===== src/rtl/sha256_pkg.sv =====
// Shared constants, state encoding and bitwise round functions for the SHA-256 round engine.
package sha256_pkg;

  localparam int NUM_ROUNDS = 64;

  localparam logic [31:0] K [64] = '{
    32'h428a2f98, 32'h71374491, 32'hb5c0fbcf, 32'he9b5dba5, 32'h3956c25b, 32'h59f111f1, 32'h923f82a4, 32'hab1c5ed5,
    32'hd807aa98, 32'h12835b01, 32'h243185be, 32'h550c7dc3, 32'h72be5d74, 32'h80deb1fe, 32'h9bdc06a7, 32'hc19bf174,
    32'he49b69c1, 32'hefbe4786, 32'h0fc19dc6, 32'h240ca1cc, 32'h2de92c6f, 32'h4a7484aa, 32'h5cb0a9dc, 32'h76f988da,
    32'h983e5152, 32'ha831c66d, 32'hb00327c8, 32'hbf597fc7, 32'hc6e00bf3, 32'hd5a79147, 32'h06ca6351, 32'h14292967,
    32'h27b70a85, 32'h2e1b2138, 32'h4d2c6dfc, 32'h53380d13, 32'h650a7354, 32'h766a0abb, 32'h81c2c92e, 32'h92722c85,
    32'ha2bfe8a1, 32'ha81a664b, 32'hc24b8b70, 32'hc76c51a3, 32'hd192e819, 32'hd6990624, 32'hf40e3585, 32'h106aa070,
    32'h19a4c116, 32'h1e376c08, 32'h2748774c, 32'h34b0bcb5, 32'h391c0cb3, 32'h4ed8aa4a, 32'h5b9cca4f, 32'h682e6ff3,
    32'h748f82ee, 32'h78a5636f, 32'h84c87814, 32'h8cc70208, 32'h90befffa, 32'ha4506ceb, 32'hbef9a3f7, 32'hc67178f2
  };

  localparam logic [255:0] H_STD = {
    32'h6a09e667, 32'hbb67ae85, 32'h3c6ef372, 32'ha54ff53a,
    32'h510e527f, 32'h9b05688c, 32'h1f83d9ab, 32'h5be0cd19
  };

  typedef enum logic [1:0] {ST_IDLE, ST_LOAD, ST_RUN, ST_DONE} sha256_state_e;

  function automatic logic [31:0] rotr(input logic [31:0] x, input int n);
    return (x >> n) | (x << (32 - n));
  endfunction

  function automatic logic [31:0] bsig0(input logic [31:0] x);
    return rotr(x, 2) ^ rotr(x, 13) ^ rotr(x, 22);
  endfunction

  function automatic logic [31:0] bsig1(input logic [31:0] x);
    return rotr(x, 6) ^ rotr(x, 11) ^ rotr(x, 25);
  endfunction

  function automatic logic [31:0] ssig0(input logic [31:0] x);
    return rotr(x, 7) ^ rotr(x, 18) ^ (x >> 3);
  endfunction

  function automatic logic [31:0] ssig1(input logic [31:0] x);
    return rotr(x, 17) ^ rotr(x, 19) ^ (x >> 10);
  endfunction

  function automatic logic [31:0] ch(input logic [31:0] x, input logic [31:0] y, input logic [31:0] z);
    return (x & y) ^ (~x & z);
  endfunction

  function automatic logic [31:0] maj(input logic [31:0] x, input logic [31:0] y, input logic [31:0] z);
    return (x & y) ^ (x & z) ^ (y & z);
  endfunction

endpackage


===== src/rtl/sha256_msg_sched.sv =====
// Rolling 16-word message schedule: win[0] is always W_t for the current round.
module sha256_msg_sched
  import sha256_pkg::*;
(
  input  logic         clk,
  input  logic         rst,
  input  logic         load,
  input  logic         advance,
  input  logic [511:0] block_in,
  output logic [31:0]  w_t
);

  logic [31:0] win [16];
  logic [31:0] w_new;

  // Window holds W_t..W_t+15, so the word shifted in is W_t+16.
  assign w_new = ssig1(win[14]) + win[9] + ssig0(win[1]) + win[0];
  assign w_t   = win[0];

  always_ff @(posedge clk) begin
    if (!rst) begin
      for (int i = 0; i < 16; i++) win[i] <= '0;
    end else if (load) begin
      for (int i = 0; i < 16; i++) win[i] <= block_in[511 - 32*i -: 32];
    end else if (advance) begin
      for (int i = 0; i < 15; i++) win[i] <= win[i+1];
      win[15] <= w_new;
    end
  end

endmodule


===== src/rtl/sha256_round_engine.sv =====
// One-round-per-clock SHA-256 compression engine; a..h and counter feed the digest finaliser.
module sha256_round_engine
  import sha256_pkg::*;
(
  input  logic          clk,
  input  logic          rst,
  input  logic          start,
  input  logic [511:0]  block_in,
  input  logic [255:0]  h_init,
  output logic          busy,
  output logic [6:0]    counter_iteration,
  output logic [31:0]   a_out,
  output logic [31:0]   b_out,
  output logic [31:0]   c_out,
  output logic [31:0]   d_out,
  output logic [31:0]   e_out,
  output logic [31:0]   f_out,
  output logic [31:0]   g_out,
  output logic [31:0]   h_out,
  output sha256_state_e state_dbg
);

  sha256_state_e state, state_nx;
  logic [6:0]    counter;
  logic [31:0]   a, b, c, d, e, f, g, h;
  logic          accept, advance;
  logic [31:0]   w_t, t1, t2;

  sha256_msg_sched u_sched (
    .clk      (clk),
    .rst      (rst),
    .load     (accept),
    .advance  (advance),
    .block_in (block_in),
    .w_t      (w_t)
  );

  // LOAD is folded into the accepting edge: IDLE/DONE go straight to RUN.
  always_comb begin
    state_nx = state;
    accept   = 1'b0;
    advance  = 1'b0;
    case (state)
      ST_IDLE, ST_DONE: begin
        if (start) begin
          accept   = 1'b1;
          state_nx = ST_RUN;
        end
      end
      ST_LOAD: state_nx = ST_RUN;
      ST_RUN: begin
        advance = 1'b1;
        if (counter == 7'(NUM_ROUNDS - 1)) state_nx = ST_DONE;
      end
      default: state_nx = ST_IDLE;
    endcase
  end

  assign t1 = h + bsig1(e) + ch(e, f, g) + K[counter[5:0]] + w_t;
  assign t2 = bsig0(a) + maj(a, b, c);

  always_ff @(posedge clk) begin
    if (!rst) begin
      state   <= ST_IDLE;
      counter <= '0;
      {a, b, c, d, e, f, g, h} <= '0;
    end else begin
      state <= state_nx;
      if (accept) begin
        counter <= '0;
        {a, b, c, d, e, f, g, h} <= h_init;
      end else if (advance) begin
        counter <= counter + 7'd1;
        h <= g;
        g <= f;
        f <= e;
        e <= d + t1;
        d <= c;
        c <= b;
        b <= a;
        a <= t1 + t2;
      end
    end
  end

  assign busy              = (state == ST_LOAD) || (state == ST_RUN);
  assign counter_iteration = counter;
  assign state_dbg         = state;
  assign a_out = a;
  assign b_out = b;
  assign c_out = c;
  assign d_out = d;
  assign e_out = e;
  assign f_out = f;
  assign g_out = g;
  assign h_out = h;

endmodule

===== config.mk =====
export PLATFORM = sky130hd
export DESIGN_NAME = sha256_round_engine
export DESIGN_NICKNAME = d
export VERILOG_FILES = /design/src/rtl/sha256_pkg.sv /design/src/rtl/sha256_msg_sched.sv /design/src/rtl/sha256_round_engine.sv
export SDC_FILE = /design/constraint.sdc
export NUM_CORES = 2
export LEC_CHECK = 0
export BUFFER_PORTS_ARGS = -buffer_cell sky130_fd_sc_hd__buf_2
export CAP_MARGIN = 20
export CORE_AREA = 2 2 398 400
export CTS_CLUSTER_DIAMETER = 120
export DETAILED_ROUTE_END_ITERATION = 6
export DIE_AREA = 0 0 400 402
export MAX_ROUTING_LAYER = met4
export PLACE_DENSITY = 0.6
export RECOVER_POWER = 50
export SLEW_MARGIN = 25
export SYNTH_ARGS = -nofsm -noshare
export SYNTH_HDL_FRONTEND = slang
export SYNTH_SLANG_ARGS = --single-unit

===== constraint.sdc =====
create_clock -name clk -period 10.4 [get_ports clk]
set_input_delay 1.04 -clock clk [delete_from_list [all_inputs] [get_ports clk]]
set_output_delay 1.04 -clock clk [all_outputs]
set_load 0.05 [all_outputs]

Word level (Yosys, flattened, before mapping)

Memory sizes are Yosys's and may differ from the RTL's.
Cells that the tools add are included.

Register bits: 265
Latch bits: 0
Bits in writable memories: 512
ROM bits: 2048
Input port bits: 771
Output and inout bits: 266
Logic and storage cells: 161
Memories: 2

Add/subtract/negate cells: 11
Multipliers: 0
Divide/modulo/power cells: 0
$lt $le $gt $ge: 1
Equal/unequal tests: 6
Shift operators: 0
Mux-type cells: 64
Bitwise gates (word level): 61
Reductions and logical operators: 6

Memories:

| name             | depth | bits a word | rd ports | clocked after memory_dff | write ports | line                      | text |
|---|---|---|---|---|---|---|---|
| (name not given) | 64    | 32          | 1        | 0                        | 0           | sha256_round_engine.sv:59 | `assign t1 = h + bsig1(e) + ch(e, f, g) + K[counter[5:0]] + w_t;` |
| u_sched.win      | 16    | 32          | 16       | 0                        | 16          | sha256_msg_sched.sv:13    | `logic [31:0] win [16];` |

Operators by type and width:

| cell                  | number |
|---|---|
| $mux W32              | 50 |
| $add A32 B32 Y32      | 10 |
| $xor A32 B32 Y32      | 9 |
| $and A32 B32 Y32      | 5 |
| $not A32 Y32          | 1 |
| $or A1 B1 Y1          | 32 |
| $or A10 B32 Y32       | 1 |
| $or A13 B32 Y32       | 1 |
| $or A14 B32 Y32       | 1 |
| $or A15 B32 Y32       | 1 |
| $or A19 B32 Y32       | 1 |
| $or A21 B32 Y32       | 1 |
| $or A25 B32 Y32       | 1 |
| $or A26 B32 Y32       | 1 |
| $or A30 B32 Y32       | 1 |
| $or A7 B32 Y32        | 1 |
| $xor A32 B22 Y32      | 1 |
| $xor A32 B29 Y32      | 1 |
| $mux W1               | 11 |
| $add A7 B1 Y7 const B | 1 |
| $eq A7 B6 Y1 const B  | 1 |
| $ge A7 B7 Y1 const B  | 1 |
| $not A6 Y7            | 1 |
| $pmux W2 S3           | 1 |
| other kinds (10)      | 14 |

Depth between registers and ports, before layout

Depth in word-level cells: 10
Gate-level depth with buffers: 39
Gate-level depth less buffers: 37

Cells and area by module

From an unflattened synthesis, not the netlist that was laid out.

Cells, all modules: 4845
Area, all modules: 49453.7 µm²

By module, submodules not included:

| module              | instances | cells an instance | area each (µm²) | seq. area each (µm²) |
|---|---|---|---|---|
| sha256_msg_sched    | 1         | 1752              | 24918.9         | 15374.7 |
| sha256_round_engine | 1         | 3093              | 24534.8         | 5305.1 |

Worst setup path before layout

No wires, ideal clock.

Path type: reg2reg
From: register counter[1] (netlist: counter_iteration[1])
To: register a[31] (netlist: a_out[31])
Library setup time: 0.070 ns
Arrival: 8.283 ns
Required time: 10.330 ns
Path slack: 2.047 ns
Stages on the path, launching flop included: 37
Path buffers: 3
Clock period less this slack: 8.353 ns
Path through: dfxtp_1 > clkbuf_1 > clkinv_1 > ha_1 > clkbuf_1 > clkbuf_1 > a21oi_1 > nand2_1 > nand2_1 > o21ai_0 > o21ai_0 > fa_1 > fa_1 > inv_1 > ha_1 > a211oi_2 > o21ai_2 > a2111oi_2 > o41a_1 > or4_1 > a21oi_2 > a21o_1 > a21oi_1 > xnor2_1 > inv_1 > fa_1 > inv_1 > ha_1 > o21ai_0 > o21bai_1 > nor3_1 > and2_1 > a2111oi_0 > o31ai_1 > nand2b_1 > xnor3_1 > a21oi_1

Cells in the longest elaborated chain, start to end: 9

Ends and longest elaborated chain:

| item                                         | line                      | text |
|---|---|---|
| start: declaration                           | sha256_round_engine.sv:24 | `logic [6:0] counter;` |
| start signal: assignment                     | sha256_round_engine.sv:73 | `counter <= counter + 7'd1;` |
| $not A6 Y7 (not written as such)             | sha256_round_engine.sv:59 |  |
| $mem_v2 Z64 W32                              | --                        |  |
| $mux W32 (not written as such) (2 in series) | sha256_round_engine.sv:59 |  |
| $add A32 B32 Y32 (2 in series)               | sha256_round_engine.sv:59 |  |
| $add A32 B32 Y32                             | sha256_round_engine.sv:81 | `a <= t1 + t2;` |
| $mux W32                                     | sha256_round_engine.sv:72 | `end else if (advance) begin` |
| $mux W32                                     | sha256_round_engine.sv:69 | `if (accept) begin` |
| end signal: assignment                       | sha256_round_engine.sv:71 | `{a, b, c, d, e, f, g, h} <= h_init;` |
| end signal: assignment                       | sha256_round_engine.sv:81 |  |
| end: declaration                             | sha256_round_engine.sv:25 | `logic [31:0] a, b, c, d, e, f, g, h;` |

Every way passes these cells. The select of a mux whose other input is x is not followed.
A chain may end at the register's enable or synchronous reset.

==> summary.txt <==
STA
  – Clock skew: slightly below 60 ps
  – RSZ-0062 raised after global routing: no
  – Fin. Hold Viols: 0
  – Slew Limit Fails: 972
  – Setup-failing EPs final: 0
  – Worst slew pin tran: 4460 ps
  – F_max: 113 MHz
  – Relative slew margins: -1.97
  – Period Utilization, post-route: 0.855
  – Setup TNS: 0 ps
  – Post-layout min period: 8890 ps

Die
  – Die area: between 150,000 and 200,000 µm²
  – Die X: 400 µm
  – Initial core utilization: 0.326
  – I/O pins: 1,037
  – Rows: roughly 150
  – Core footprint: approximately 160,000 µm²
  – Die H: around 400 µm

Setup path
  – Worst EP required: 10,870 ps
  – Buffer and inverter count on the worst path: 4
  – Crit path largest cell delay: 2940 ps
  – Critical path cell sequence: inv_1 > ha_1 > clkbuf_1 > clkbuf_1 > buf_4 > mux2i_1 > nor2b_1
  – CP dominant cell by count: clkbuf_1
  – Worst-path fanout max: 61
  – Crit-path leading delay family: buffers and inverters
  – Startpoint Class: register
  – Slowest stage cell on the critical path: clkbuf_1
  – CP arrival: 9360 ps
  – Critical path type: reg -> reg
  – CP endpoint kind: register

Min path
  – Worst Hold Class: reg -> reg

Global routing
  – Vias in the first global route: 43,600
  – Largest net degree at the start of global routing: 209
  – Grt met3 use: 0.0626
  – First-pass GRT wire length: 321 mm
  – GR Util All Layers: 0.288
  – Overflow after GRT: 0
  – M1 GR Usage: 0.325
  – Top Usage Layer GRT: met2
  – Initial antenna violation count: 93
  – Grt met2 use: 0.479

CTS
  – Clock buffer depth: 3
  – Hold buffer count at cts: 0
  – Postcts setup bufs: 0
  – CTS Sinks: approximately 800
  – TritonCTS clock tree: yes
  – Clk_lat worst skew: 740 ps
  – Post_cts resized: 0
  – Root Buffer: clkbuf_16
  – Total CTS buffers: 93
  – Clock transition at path regs: 60 ps
  – Htree depth: 3

Logic synthesis
  – FFs w/ async S/R, synth: 0
  – Post-synth cell types: 86
  – Seq/Total Area, Yosys: 0.404
  – YS warnings: 0
  – Syn Inst Count: just over 5,000
  – Largest area contributor in the netlist: edfxtp_1
  – Top cells by count, synth: 799 x nand2_1, 512 x edfxtp_1, 444 x a21oi_1
  – Top cell type's share of synthesized area: 0.300
  – Synth area leaders: edfxtp_1 30%, dfxtp_1 10%, mux2i_1 8.1%
  – Top_reg_cell synth: edfxtp_1
  – Most common cell in the netlist: nand2_1
  – Syn nets: 6,289
  – Post-synth EDFFs: 512
  – Synth Cell Area: 51,200 µm²
  – Yosys reg bits: 777
  – Synth Area per Inst: 9.87 µm²

Routing
  – Drt pass-1 iters: 6
  – DRC: 0
  – Vias/cell: 5.28
  – Detailed Route Iter0 Violations: 4,192
  – Via Count: about 44,000
  – WL per Instance: 28.2 µm
  – Post-DRT Antenna Nets: 0
  – Final WL: approximately 230 mm

Place
  – Gpl congestion: between 0.9 and 1
  – Buffers on Ports: 1,036
  – Post-DP HPWL: 185 mm

Job
  – Max Cap Violations: 15

Outcome
  – Outcome: finished, violations left
  – Failing checks: max-capacitance violations, max-slew violations

Layout
  – Final nets: approximately 7,200
  – Share of cells above drive strength 1: 0.180
  – Layout area overhead: 20.7%
-- area by class of cell --
cell class / instances / area (µm²)
repair buffers: 1188 / 6060
fillers: 16000 / 95300
clock inverters: 49 / 634
multi-input cells: 3759 / 28100
inverters: 258 / 968
clock buffers: 125 / 2550
flip-flops and latches: 777 / 20700
diodes: 82 / 205
well taps: 2072 / 2590
-- state kept, by name, summed over array words and instances (netlist names) --
name	flops
c_out	32
g_out	32
e_out	32
f_out	32
b_out	32
u_sched.win	512
state_dbg	2
counter_iteration	7
h_out	32
d_out	32
a_out	32
-- cell usage in the layout (no fill, tap or decap), types with 97 or more instances in the layout --
cell,instances
ha_1,144
clkbuf_1,299
o211a_1,217
nor2b_1,210
xnor2_1,285
buf_4,128
fa_1,187
dfxtp_1,261
inv_1,254
buf_2,773
edfxtp_1,512
o21ai_0,173
a22o_1,97
mux2i_1,412
nor2_1,146
a21oi_1,444
nand2_1,798
-- worst register-to-register path, cell delays in order (launching register included) --
cell and delay (ps):
dfxtp_1 330, inv_1 80, ha_1 620, clkbuf_1 2900
clkbuf_1 2970, buf_4 1140, mux2i_1 540, nor2b_1 90
-- worst paths after layout --
check                                     from                                 to  slack [ps]  cells after the start
min reg2reg  counter_iteration[6]$_SDFFE_PP0P_  counter_iteration[6]$_SDFFE_PP0P_         530                      2
min          counter_iteration[6]$_SDFFE_PP0P_  counter_iteration[6]$_SDFFE_PP0P_         530                      2
max reg2reg          state_dbg[0]$_SDFFE_PN0P_      u_sched.win[10][27]$_DFFE_PP_        1510                      7
max                  state_dbg[0]$_SDFFE_PN0P_      u_sched.win[10][27]$_DFFE_PP_        1510                      7
-- layer usage --
metal	part of all wire	vias to the layer above
li1	-	20200
met1	0.38	21400
met2	0.49	1803
met3	0.072	462
met4	0.059	0
met5	0	-
-- metrics by stage --
step	instances	setup slack (ps)	cell area, µm²	util	hold WS, ps
global route	8301	1090	61800	0.393	539
finish	8310	1510	61800	0.393	533
global placement	8052	1690	58800	0.374	523
CTS	8226	1740	62000	0.394	512
detailed placement	8052	1760	58800	0.374	528
floorplan	5187	2050	51200	-	518
-- logic make-up after synthesis --
| family | count (synthesis) | share of synthesized area |
|---|---|---|
| simple gates | 1344 | 0.117 |
| compound gates | 1279 | 0.172 |
| flops | 777 | 0.404 |
| buf+inv | 651 | 0.0478 |
| mux | 438 | 0.0870 |
| xor+xnor | 365 | 0.0627 |
| fa+ha+maj | 333 | 0.109 |
Power is not shown: default switching activity piles up to over one toggle a cycle in this logic, so the estimate is an artifact.
